$ cat src/rtl/button_conditioner.sv
// button_conditioner: synchronise, debounce and qualify four push-buttons into one clean press.
// Optional feature macro BTN_PULSE_EN adds a one-cycle btn_pulse on each accepted press.
module button_conditioner #(
    parameter int DB_CYCLES = 4,
    parameter int CNT_W     = 4
) (
    input  logic       clk_tick,
    input  logic       reset_n,
    input  logic [3:0] btn_raw,
    output logic       btn_valid,
    output logic [1:0] btn_val,
    output logic       multi_err,
    output logic [3:0] db_btn,
    output logic [1:0] btn_state,
    output logic [7:0] press_cnt
`ifdef BTN_PULSE_EN
    ,
    output logic       btn_pulse
`endif
);

    typedef enum logic [1:0] {IDLE = 2'd0, HELD = 2'd1, LOCK = 2'd2} state_t;

    logic [3:0]       r_sync1, r_sync2, r_db;
    logic [CNT_W-1:0] r_cnt [4];
    state_t           r_state, w_state;
    logic             r_valid, w_valid, r_err, w_err, w_take;
    logic [1:0]       r_val, w_val, w_idx;
    logic [7:0]       r_press, w_press;

    // two-flop synchroniser per button, raw inputs are asynchronous
    always_ff @(posedge clk_tick or negedge reset_n)
        if (!reset_n) begin
            r_sync1 <= '0;
            r_sync2 <= '0;
        end else begin
            r_sync1 <= btn_raw;
            r_sync2 <= r_sync1;
        end

    // per-button debounce: flip only after DB_CYCLES consecutive disagreeing cycles
    always_ff @(posedge clk_tick or negedge reset_n)
        if (!reset_n) begin
            r_db <= '0;
            for (int k = 0; k < 4; k++) r_cnt[k] <= '0;
        end else begin
            for (int k = 0; k < 4; k++)
                if (r_sync2[k] == r_db[k])
                    r_cnt[k] <= '0;
                else if (r_cnt[k] == CNT_W'(DB_CYCLES - 1)) begin
                    r_db[k]  <= r_sync2[k];
                    r_cnt[k] <= '0;
                end else
                    r_cnt[k] <= r_cnt[k] + 1'b1;
        end

    // index of the set bit, only meaningful when r_db is one-hot
    assign w_idx = {r_db[2] | r_db[3], r_db[1] | r_db[3]};

    // press qualification: next state and next registered outputs
    always_comb begin
        w_state = r_state;
        w_valid = r_valid;
        w_err   = r_err;
        w_val   = r_val;
        w_press = r_press;
        w_take  = 1'b0;
        case (r_state)
            IDLE: begin
                w_valid = 1'b0;
                w_err   = 1'b0;
                if ($onehot(r_db)) begin
                    w_state = HELD;
                    w_val   = w_idx;
                    w_valid = 1'b1;
                    w_press = r_press + 8'd1;
                    w_take  = 1'b1;
                end else if (|r_db) begin
                    w_state = LOCK;
                    w_err   = 1'b1;
                end
            end
            HELD: begin
                if (r_db == 4'd0) begin
                    w_state = IDLE;
                    w_valid = 1'b0;
                end else if (r_db != (4'b0001 << r_val)) begin
                    w_state = LOCK;
                    w_valid = 1'b0;
                    w_err   = 1'b1;
                end
            end
            LOCK: begin
                w_valid = 1'b0;
                if (r_db == 4'd0) begin
                    w_state = IDLE;
                    w_err   = 1'b0;
                end
            end
            default: begin
                w_state = IDLE;
                w_valid = 1'b0;
                w_err   = 1'b0;
            end
        endcase
    end

    // state and registered output update
    always_ff @(posedge clk_tick or negedge reset_n)
        if (!reset_n) begin
            r_state <= IDLE;
            r_valid <= 1'b0;
            r_err   <= 1'b0;
            r_val   <= 2'd0;
            r_press <= 8'd0;
        end else begin
            r_state <= w_state;
            r_valid <= w_valid;
            r_err   <= w_err;
            r_val   <= w_val;
            r_press <= w_press;
        end

`ifdef BTN_PULSE_EN
    logic r_pulse;

    // one-cycle strobe aligned with the first btn_valid cycle of a press
    always_ff @(posedge clk_tick or negedge reset_n)
        if (!reset_n) r_pulse <= 1'b0;
        else          r_pulse <= w_take;

    assign btn_pulse = r_pulse;
`endif

    assign btn_valid = r_valid;
    assign btn_val   = r_val;
    assign multi_err = r_err;
    assign db_btn    = r_db;
    assign btn_state = r_state;
    assign press_cnt = r_press;

endmodule

$ cat config.mk
export PLATFORM = sky130hd
export DESIGN_NAME = button_conditioner
export DESIGN_NICKNAME = d
export VERILOG_FILES = /design/src/rtl/button_conditioner.sv
export SDC_FILE = /design/constraint.sdc
export NUM_CORES = 1
export LEC_CHECK = 0
export ABC_AREA = 1
export CORE_UTILIZATION = 30
export CTS_BUF_LIST = sky130_fd_sc_hd__clkbuf_2 sky130_fd_sc_hd__clkbuf_4 sky130_fd_sc_hd__clkbuf_8
export DETAILED_ROUTE_END_ITERATION = 7
export SYNTH_ARGS = -nofsm -noshare
export SYNTH_HDL_FRONTEND = slang
export SYNTH_SLANG_ARGS = --single-unit
$ cat constraint.sdc
create_clock -name clk_tick -period 2.85 [get_ports clk_tick]
set_clock_uncertainty 0.2 [all_clocks]
set_input_delay 0.855 -clock clk_tick [delete_from_list [all_inputs] [get_ports clk_tick]]
set_output_delay 0.855 -clock clk_tick [all_outputs]
set_load 0.1 [all_outputs]
# After elaboration in Yosys (flattened, before gate mapping)
# Index checks and enable logic that the tools add are counted.
[word_totals]
regBits = 42
inputBits = 6
out_inout_bits = 18
word_cells = 81
[op_classes]
add_sub_neg = 8
n_eq_ne = 17
n_shift = 1
mux = 24
bitwise = 6
reduce_logical = 10
[op_table]
columns = ["operator", "n"]
rows = [
  ["two-way mux 4 bit", 8],
  ["adder 4 x 1 -> 4 bit, second input constant", 4],
  ["== test 4 x 2 -> 1 bit, second input constant", 4],
  ["two-way mux 2 bit", 5],
  ["AND reduction 2 bit", 5],
  ["adder 8 x 1 -> 8 bit, second input constant", 1],
  ["two-way mux 1 bit", 8],
  ["!= test 2 bit, second input constant", 3],
  ["!= test 3 bit, second input constant", 2],
  ["one-hot mux 2 bit (3 select lines)", 1],
  ["AND reduction 3 bit", 2],
  ["adder 1 x 1 -> 2 bit", 2],
  ["== test 1 bit", 4],
  ["zero test 4 bit", 1],
  ["!= test 4 bit", 1],
  ["NOT 1 bit", 4],
  ["OR reduction 4 bit", 1],
  ["<< shifter 1 x 2 -> 4 bit, first input constant", 1],
  ["adder 2 x 2 -> 3 bit", 1],
  ["== test 3 x 1 -> 1 bit, second input constant", 1],
  ["one-hot mux 1 bit (3 select lines)", 1],
  ["== test 2 x 1 -> 1 bit, second input constant", 1],
  ["== test 2 bit, second input constant", 1],
  ["zero test 2 bit", 1],
  ["2 further kinds", 3],
]

# Depth between registers and ports, before layout
[logic_depth]
depth_word = 5
depth_mapped = 12
ltp_nobuf = 12

# Worst setup path before layout
# Ideal clock, no wire load.
[synth_path]
path_kind = "register -> register"
startpoint = "register r_db[0] (netlist: db_btn[0])"
endpoint = "register r_press[6] (netlist: press_cnt[6])"
setup_ns = 0.126
arrival_ns = 2.954
required_ns = 2.524
slack_ns = -0.429
path_stages_with_launch = 12
path_buffers = 0
synth_period_minus_slack_ns = 3.279
cell_sequence = "dfrtp_1 inv_1 fa_1 inv_1 ha_1 ha_1 nor2_2 nand3_4 nor2_4 nand3_2 o21ai_1 nand2_1"
[synth_between]
elab_chain_cells = 4
[synth_rtl]
columns = ["element", "line", "source"]
rows = [
  ["start: declaration", "24", "logic [3:0] r_sync1, r_sync2, r_db;"],
  ["start signal: indexed assignment", "51", "r_db[k] <= r_sync2[k];"],
  ["adder 1 x 1 -> 2 bit (not written as such)", "72", "if ($onehot(r_db)) begin"],
  ["adder 2 x 2 -> 3 bit (not written as such)", "72", ""],
  ["== test 3 x 1 -> 1 bit", "72", ""],
  ["AND reduction 2 bit (no source line)", "n/a", ""],
  ["end signal: assignment", "121", "r_press <= w_press;"],
  ["end: declaration", "29", "logic [7:0] r_press, w_press;"],
]
# Every way passes these cells.
# A chain may end at the register's enable or synchronous reset.

# Final worst setup path
# Ends and elaborated chain as after synthesis.

==> implementation parameters <==
Parameter                              Value

Outcome
  Outcome ... complete, no violations

Floorplan
  Area of the die ... 6720 um^2
  Io pins ... 24
  Die Height ... 82.0 um
  Starting utilization of the core area ... 31.7%
  Core Region ... 6060 um^2
  Num rows ... 28
  Die Span X ... 82.0 um

Routing
  Met2 WL ... 1540 um
  Via Count ... 1,341
  Sum of met3 wire segment lengths after detailed routing ... 192 um
  Total Wirelength ... 3360 um
  Post-DR wirelength/cell ... 10.8 um
  First DRT Iteration DRCs ... 43
  First-pass DRT Iterations ... 4
  DR vias/cell ... 4.30
  Highest metal layer with signal wires ... met4
  Remaining design rule violation count ... 0
  ANT nets after route ... 0
  M1 WL ... 1560 um

Final layout
  P&R area growth vs syn ... 21.6%
  Share of layout cells above drive strength 1 ... 17.7%
  Diodes inserted ... 0
  Nets@finish ... 251
  Filler cell count in the final layout ... 610

Worst setup path
  Start-to-end type of the worst setup path ... register to register
  Critical path peak fanout ... 9
  Setup slack on the worst flop-to-flop path ... 0.23 ns
  Critical R2R Capture ... press_cnt[6]$_DFFE_PN0P_
  CP Data Required Time ... 2.84 ns
  Cells on worst reg2reg path ... 11
  RR Startpoint ... db_btn[0]$_DFFE_PN0P_
  Element type at the critical path start ... register
  Sort of element at the end of the critical path ... register
  Arrival time of the worst setup path ... 2.62 ns

Global route
  Initial antenna violation count ... 0
  Wire length of the first global-routing pass ... 5970 um
  Total congestion overflow after global routing ... 0
  Number of global-route vias before repair ... 1,333
  Largest net degree at the start of global routing ... 22
  Total GRT Usage ... 11.9%

Synth
  Number of nets produced by synthesis ... 219
  Synth Area in Adders ... 6.26%
  Xor and xnor fraction of the mapped netlist area ... 7.30%
  Number of standard cells after synthesis ... 204
  Combinational family with the most area after synthesis ... simple AND/OR/NAND/NOR gates
  Yosys warnings ... 0
  Sequential area share after synthesis ... 54.8%
  Number of register bits inferred by synthesis ... 42
  Multiplexer share of the synthesized area ... 0%
  Synthesized cell area ... 1920 um^2
  Simple-Gate Fraction of Synth Area ... 21.3%
  Fraction of the mapped netlist area in compound gates ... 4.30%
  Average instance area after synthesis ... 9.41 um^2
  Number of distinct library cells after synthesis ... 22

Timing
  Unrepaired setup endpoints after global routing ... false
  Post-route setup TNS ... 0 ns
  Period utilisation layout ... 92.1%
  Final Hold Violating Endpoints ... 0
  Headroom to the max-slew limit ... 69.6%
  Least setup slack across all paths after layout ... 0.226 ns
  Final setup violation count ... 0
  Min Tclk post-route ... 2.62 ns
  Worst-Margin Slew ... 0.455 ns
  Maximum clock rate ... 381 MHz
  Number of pins with negative max-slew slack in the final report ... 0

Clock tree
  CTS tree ... done
  Worst-case clock buffer depth ... 2
  CTS sink cnt ... 42
  Library cell used as clock root buffer ... sky130_fd_sc_hd__clkbuf_8
  Post-CTS Setup Bufs ... 0
  CTS H-Tree Depth ... 2
  Post-cts sizing count ... 0
  Clock slew at reported path FFs ... 0.09 ns
  CTS Hold Buffers Added ... 0
  Total clock buffers created by CTS ... 5
  Latest clock arrival within the worst-skew pair ... 0.30 ns

Placed design
  Final weighted congestion in routability-driven placement ... 0.716
  Input/output buffers ... 23
  Worst-case setup slack after placement ... 0.214 ns
  Placed wire-length estimate after detailed placement ... 2560 um

Worst hold path
  Hold Startpoint ... r_sync1[2]$_DFF_PN0_
  Worst min-delay path class ... register to register
  Min-Delay Path Depth ... 0
  Worst min-delay path endpoint ... r_sync2[2]$_DFF_PN0_

Flow run
  Number of max-cap violations ... 0
-- routing by layer --
metal / track usage (%) / up-vias
met4: 5.79 / 0
met2: 18.7 / 17
met1: 14.4 / 624
met5: 0 / -
li1: - / 692
met3: 4.33 / 8
-- final cells by class --
cell class / instances / area (um^2) / area share, %
clock buffers: 5 / 68.8 / 2.95
clock inverters: 3 / 45.0 / 1.93
inverters: 31 / 118 / 5.04
multi-input cells: 131 / 751 / 32.2
flip-flops and latches: 42 / 1060 / 45.5
well taps: 75 / 93.8 / 4.02
repair buffers: 25 / 195 / 8.36
-- synthesized netlist by cell type (all sizes together) --
| cell type | n | share of area, % |
|---|---|---|
| clkinv | 1 | 0.26 |
| a211oi | 1 | 0.39 |
| nand3b | 1 | 0.39 |
| o21ai | 6 | 1.6 |
| nor3b | 1 | 0.39 |
| inv | 30 | 5.9 |
| ha | 8 | 5.2 |
| xor2 | 8 | 3.7 |
| fa | 1 | 1.0 |
| nor2 | 34 | 7.7 |
| xnor2 | 8 | 3.7 |
| nand3 | 14 | 4.8 |
| dfrtp | 42 | 55 |
| a21oi | 9 | 2.3 |
| nand4 | 1 | 0.33 |
| nand2 | 39 | 7.6 |
-- critical path, stage by stage (launching register included) --
cell and delay (ns):
sky130_fd_sc_hd__dfrtp_4 0.43, sky130_fd_sc_hd__inv_1 0.09, sky130_fd_sc_hd__fa_1 0.54, sky130_fd_sc_hd__inv_1 0.04
sky130_fd_sc_hd__ha_1 0.17, sky130_fd_sc_hd__ha_1 0.28, sky130_fd_sc_hd__nor2_2 0.17, sky130_fd_sc_hd__nand3_4 0.15
sky130_fd_sc_hd__nor2_4 0.14, sky130_fd_sc_hd__nand3_2 0.10, sky130_fd_sc_hd__o21ai_1 0.14, sky130_fd_sc_hd__nand2_1 0.06
-- flip-flops by register name (all words and copies together) (netlist names) --
register and count:
multi_err 1, btn_state 2, btn_valid 1, db_btn 4, r_cnt 16, r_sync1 4, press_cnt 8, r_sync2 4
btn_val 2
-- cell families (layout without fill, tap and decap cells) --
kind of cell | count (synthesis) | after routing
and+or+nand+nor | 90 | 90
DFF | 42 | 42
buffers and inverters | 31 | 64
AOI/OAI and AO/OA | 16 | 16
xor gates and xnor gates | 16 | 16
adders and majority gates | 9 | 9
-- how the worst max path moves through the flow --
| stage | start | endpoint | slack [ns] | cells past startpoint |
|---|---|---|---|---|
| 2_1_floorplan | db_btn[0]$_DFFE_PN0P_ | press_cnt[6]$_DFFE_PN0P_ | 0.02 | 11 |
| 3_3_place_gp | db_btn[0]$_DFFE_PN0P_ | press_cnt[6]$_DFFE_PN0P_ | 0.27 | 11 |
| 3_5_place_dp | db_btn[0]$_DFFE_PN0P_ | press_cnt[6]$_DFFE_PN0P_ | 0.21 | 11 |
| 4_1_cts | db_btn[0]$_DFFE_PN0P_ | press_cnt[6]$_DFFE_PN0P_ | 0.19 | 11 |
| 5_1_grt | db_btn[0]$_DFFE_PN0P_ | press_cnt[6]$_DFFE_PN0P_ | 0.04 | 11 |
| 6_report | db_btn[0]$_DFFE_PN0P_ | press_cnt[6]$_DFFE_PN0P_ | 0.23 | 11 |
-- per-stage QoR --
step | hold WS [ns] | instances | cell area, um^2 | utilization [%]
after global routing | 0.144 | 312 | 2330 | 38.5
after global placement | 0.137 | 304 | 2220 | 36.6
after detailed placement | 0.136 | 304 | 2220 | 36.6
after CTS | 0.145 | 312 | 2330 | 38.5
after floorplan | 0.131 | 204 | 1930 | -
final | 0.141 | 312 | 2330 | 38.5
-- layout by cell type (no fill, tap or decap), types with 3 or more instances in the layout --
cell,count
sky130_fd_sc_hd__dfrtp_4,3
sky130_fd_sc_hd__nor2_1,30
sky130_fd_sc_hd__clkdlybuf4s50_1,4
sky130_fd_sc_hd__buf_4,20
sky130_fd_sc_hd__clkbuf_8,5
sky130_fd_sc_hd__a21oi_1,9
sky130_fd_sc_hd__nand3_1,11
sky130_fd_sc_hd__dfrtp_1,39
sky130_fd_sc_hd__o21ai_0,4
sky130_fd_sc_hd__ha_1,8
sky130_fd_sc_hd__nand2_1,39
sky130_fd_sc_hd__inv_1,28
sky130_fd_sc_hd__xnor2_1,8
sky130_fd_sc_hd__xor2_1,8
Power is left out: the tool's default activity adds up to more than one toggle a clock period on the data nets, which glitch-free logic cannot reach.
==> RTL edit 1 (config.mk and constraints unchanged) <==
`CNT_W`: 4 -> 6.
--- a/src/rtl/button_conditioner.sv
+++ b/src/rtl/button_conditioner.sv
@@ -4,3 +4,3 @@
     parameter int DB_CYCLES = 4,
-    parameter int CNT_W     = 4
+    parameter int CNT_W     = 6
 ) (
Function: no difference found for any inputs over 10 cycles, from zero or initial values and one cycle with reset_n low; that may be too few to reach the edited logic, so the function may still have changed.
==> RTL edit 1 against the unedited design <==
Final area up 18%. Sequential cell count up 8. Critical path depth up 2. First-iteration DRC count up 81%. Wire length up 21%. Global-route usage down 0.52 points. Die area up 20%. Setup slack better by 0.086 ns. Non-clock buffer count unchanged. Synthesized area up 21%. Critical path type unchanged.
Power is left out: the tool's default activity adds up to more than one toggle a clock period on the data nets, which glitch-free logic cannot reach.
==> RTL edit 1: results (changes against the unedited design) <==
status:
  status: "finished, final reports clean"
hold_path:
  hold_class: "register to register"
  hold_path_depth: 0  # unchanged
cts:
  clk_path_buf_depth: 2  # unchanged
  cts-resized-gates: 0  # unchanged
  cts_root_buf: "clkbuf_8"
  numCtsBuffers: 5  # unchanged
  cts_max_level: 2  # unchanged
  clkSlewWorstSetupHoldPaths_ns: 0.09  # about the same
  cts_sinks: 50  # +19%
  insertion_delay_ns: 0.30  # about the same
  cts_setup_buffers: 0  # unchanged
yosys:
  yosysUniqueCellTypes: 20  # -9.1%
  ys_seq_area_frac: 0.540  # -0.00763
  ys_top_cells_by_area: "dfrtp_1 54%, inv_1 6.6%, nor2_1 6.2%"
  async_reset_ff_frac: 1.00  # unchanged
  syn_nets: 268  # +22%
  synth_common_cells: "50 x dfrtp_1, 41 x inv_1, 38 x nor2_1"
  yosysWarnings: 0  # unchanged
worst_setup_path:
  path_max_fanout: 4  # -5
  cpPeakStageDelay_ns: 0.53
  cp_slowest_cell: "fa_1"
  ff2ff_path_depth: 13  # +2
  crit_family: "adder cells"
  crit_arrival_ns: 2.54  # -0.08 ns
finish:
  drive_above_1_share: 0.150  # -0.0269
  inv_count: 42  # +35%
  clock_area_frac: 0.0327  # -0.0161
  top_register: "r_cnt"
  clock_buffers: 6  # +1
  multi_input_gates: 161  # +23%
  fillers: 773  # +27%
  multi_input_area_share: 0.332  # +0.00980
  largest_reg_flops: 24  # +8
  buf_share: 0.0754  # -0.00826
  n_all_buffers: 25  # unchanged
  insertedDiodeCount: 0  # unchanged
  seqAreaFraction: 0.458  # +0.00299
  fin_nets: 300  # +20%
detailed_routing:
  drt-pass1-iter-count: 4  # unchanged
  first_iter_violations: 78  # +81%
  vias: 1673  # +25%
  wirelength_microns: 4070  # +21%
grt:
  antenna_found_initial: 0  # unchanged
  grt_pass1_wl_microns: 7480  # +25%
  grt_use_total: 0.114  # -0.00516
  grt_start_max_net_pins: 31  # +41%
place:
  dpl.hpwl_microns: 3080  # +20%
  port_buffers: 23  # unchanged
  globalplace.congestion: 0.746  # +4.2%
sta:
  maxSlewHeadroom: 0.675  # -0.0218
RTL edit 1: cell count changes in the layout (fill, tap and decap cells not counted), moves of 4 or more:
cell     change
a21oi_1      +6
dfrtp_1      +8
inv_1       +11
nand2_1      -7
nand3_1     +14
nand4_1      +4
nor2_1       +8
o21ai_0      +4
RTL edit 1: routing by layer:
layer / up-vias / part of all wire / global-route usage
met1: 788 / 0.49 / 0.145
met2: 18 / 0.46 / 0.186
li1: 862 / - / -
met5: - / 0 / 0
met3: 5 / 0.034 / 0.0330
met4: 0 / 0.013 / 0.0403
RTL edit 1: worst paths after layout:
| kind | start | end | slack, ns |
|---|---|---|---|
| worst min-delay path | r_sync1[2] | r_sync2[2] | 0.16 |
| worst min register to register | r_sync1[2] | r_sync2[2] | 0.16 |
| max in group asynchronous | reset_n | db_btn[1] | 1.61 |
| worst max-delay path | db_btn[0] | press_cnt[7] | 0.31 |
| worst max register to register | db_btn[0] | press_cnt[7] | 0.31 |
| min in group asynchronous | reset_n | r_cnt[2] | 0.30 |
RTL edit 1: cells by family (layout without fill, tap and decap cells):
kind of cell	count (synthesis)	in the layout	synth area share
simple gates	112	112	0.228
flops	50	50	0.540
buf+inv	42	75	0.0680
compound gates	24	24	0.0518
xor+xnor	16	16	0.0605
fa+ha+maj	9	9	0.0518
RTL edit 1: through the flow:
stage / cell area (sq um) / utilization / setup slack [ns] / instances
2_1_floorplan: 2330 / - / 0.00968 / 253
3_3_place_gp: 2670 / 0.362 / 0.347 / 377
3_5_place_dp: 2670 / 0.362 / 0.301 / 377
4_1_cts: 2760 / 0.374 / 0.300 / 385
5_1_grt: 2760 / 0.374 / 0.123 / 385
6_report: 2760 / 0.374 / 0.311 / 385
==> RTL edit 2 (config.mk and constraints unchanged) <==
Made on the original files. Add an input register stage for `btn_raw`; this delays it by one clock.
--- a/src/rtl/button_conditioner.sv
+++ b/src/rtl/button_conditioner.sv
@@ -23,2 +23,8 @@
 
+    logic [3:0] btn_raw_q;
+
+    always_ff @(posedge clk_tick) begin
+        btn_raw_q <= btn_raw;
+    end
+
     logic [3:0]       r_sync1, r_sync2, r_db;
@@ -36,3 +42,3 @@
         end else begin
-            r_sync1 <= btn_raw;
+            r_sync1 <= btn_raw_q;
             r_sync2 <= r_sync1;
Formal check against the unedited RTL: not equivalent (a bounded check fails within 10 cycles, from zero or initial values and one cycle with reset_n low).
==> RTL edit 2 against the unedited design <==
Setup slack gained 0.0075 ns. Wire length fell by 5.0%. Synthesized area is 2.9% higher. Final cell count shrank 0.32%. Hold slack worse by 0.010 ns. Final area rose by 2.7%. Fmax increased by 0.29%. Sequential cell count is 4 higher. Non-clock buffer count down 1. Utilization shrank 0.77 points. Count of clock-buffer cells in the layout stayed put.
Power is left out: the tool's default activity adds up to more than one toggle a clock period on the data nets, which glitch-free logic cannot reach.
==> RTL edit 2: results (changes against the unedited design) <==
status:
  status: "finished, final reports clean"
sta:
  maxSlewHeadroom: 0.809  # +0.113
  post-route-min-period_ns: 2.62  # -0.00749 ns
yosys:
  ys_seq_area_frac: 0.573  # +0.0253
  synth_common_cells: "42 x dfrtp_1, 37 x nand2_1, 30 x nor2_1"
  yosysWarnings: 0  # unchanged
  yosysUniqueCellTypes: 20  # -9.1%
  syn_nets: 217  # -0.91%
  ys_top_cells_by_area: "dfrtp_1 53%, nand2_1 7.0%, nor2_1 5.7%"
  async_reset_ff_frac: 0.913  # -0.0870
grt:
  grt_use_total: 0.107  # -0.0125
  met3_usage: 0.0388  # -0.00457
  grtUsageMet2: 0.171  # -0.0154
  use_met1: 0.136  # -0.00797
  grt_pass1_wl_microns: 6010  # +0.69%
  grt_start_max_net_pins: 43  # +95%
  grt_pass1_vias: 1338  # +0.38%
  antenna_found_initial: 0  # unchanged
finish:
  fillers: 633  # +3.8%
  top_register: "r_cnt"
  fin_nets: 248  # -1.2%
  largest_reg_flops: 16  # unchanged
  insertedDiodeCount: 0  # unchanged
  drive_above_1_share: 0.167  # -0.0105
cts:
  insertion_delay_ns: 0.30  # about the same
  cts-resized-gates: 0  # unchanged
  cts_setup_buffers: 0  # unchanged
  clkSlewWorstSetupHoldPaths_ns: 0.09  # about the same
  cts_root_buf: "clkbuf_8"
  clk_path_buf_depth: 2  # unchanged
  cts_max_level: 2  # unchanged
worst_setup_path:
  path_max_fanout: 8  # -1
  cpPeakStageDelay_ns: 0.53
  worstSetupStartpoint: "db_btn[0]"
  reg2reg_slack_ns: 0.23
  crit_family: "adder cells"
  crit_arrival_ns: 2.61  # about the same
place:
  port_buffers: 23  # unchanged
  dpl.hpwl_microns: 2330  # -8.8%
  globalplace.congestion: 0.720  # +0.56%
detailed_routing:
  first_iter_violations: 58  # +35%
  drt-pass1-iter-count: 4  # unchanged
  drc: 0  # unchanged
  wire_per_inst_microns: 10.2  # -4.7%
  viasPerCell: 4.26  # -0.80%
hold_path:
  hold_class: "register to register"
  hold_path.startpoint: "btn_raw_q[1]"
RTL edit 2: final cells by class:
type                            instances  area share
Sequential cell                        46       0.477
Multi-Input combinational cell        128       0.308
Timing Repair Buffer                   24      0.0836
Inverter                               28      0.0444
Tap cell                               77      0.0402
Clock buffer                            5      0.0287
Clock inverter                          3      0.0188
RTL edit 2: cell families (layout without fill, tap and decap cells):
logic type | count (synthesis) | in the layout | share of synthesized area
AOI/OAI and AO/OA | 12 | 12 | 0.0304
DFF | 46 | 46 | 0.573
and+or+nand+nor | 89 | 89 | 0.202
adders and majority gates | 9 | 9 | 0.0608
xor gates and xnor gates | 18 | 18 | 0.0798
buffers and inverters | 28 | 60 | 0.0539
RTL edit 2: metrics by stage:
| stage | instance area (sq um) | instances | hold WS, ns |
|---|---|---|---|
| 2_1_floorplan | 1990 | 202 | 0.116 |
| 3_3_place_gp | 2280 | 303 | 0.120 |
| 3_5_place_dp | 2280 | 303 | 0.120 |
| 4_1_cts | 2400 | 311 | 0.131 |
| 5_1_grt | 2400 | 311 | 0.148 |
| 6_report | 2400 | 311 | 0.131 |
RTL edit 2: per-layer routing:
metal,up-vias,routed length (microns)
li1,684,-
met2,18,1450
met1,619,1560
met4,0,36
met5,-,0
met3,5,146
RTL edit 2: path summary, 6_finish.rpt:
check                          endpoint  cells past startpoint
setup reg to reg           press_cnt[7]                     13
max in group asynchronous     db_btn[1]                      2
hold reg to reg              r_sync1[1]                      0
min in group asynchronous      r_cnt[6]                      2
setup / recovery           press_cnt[7]                     13
hold / removal               r_sync1[1]                      0
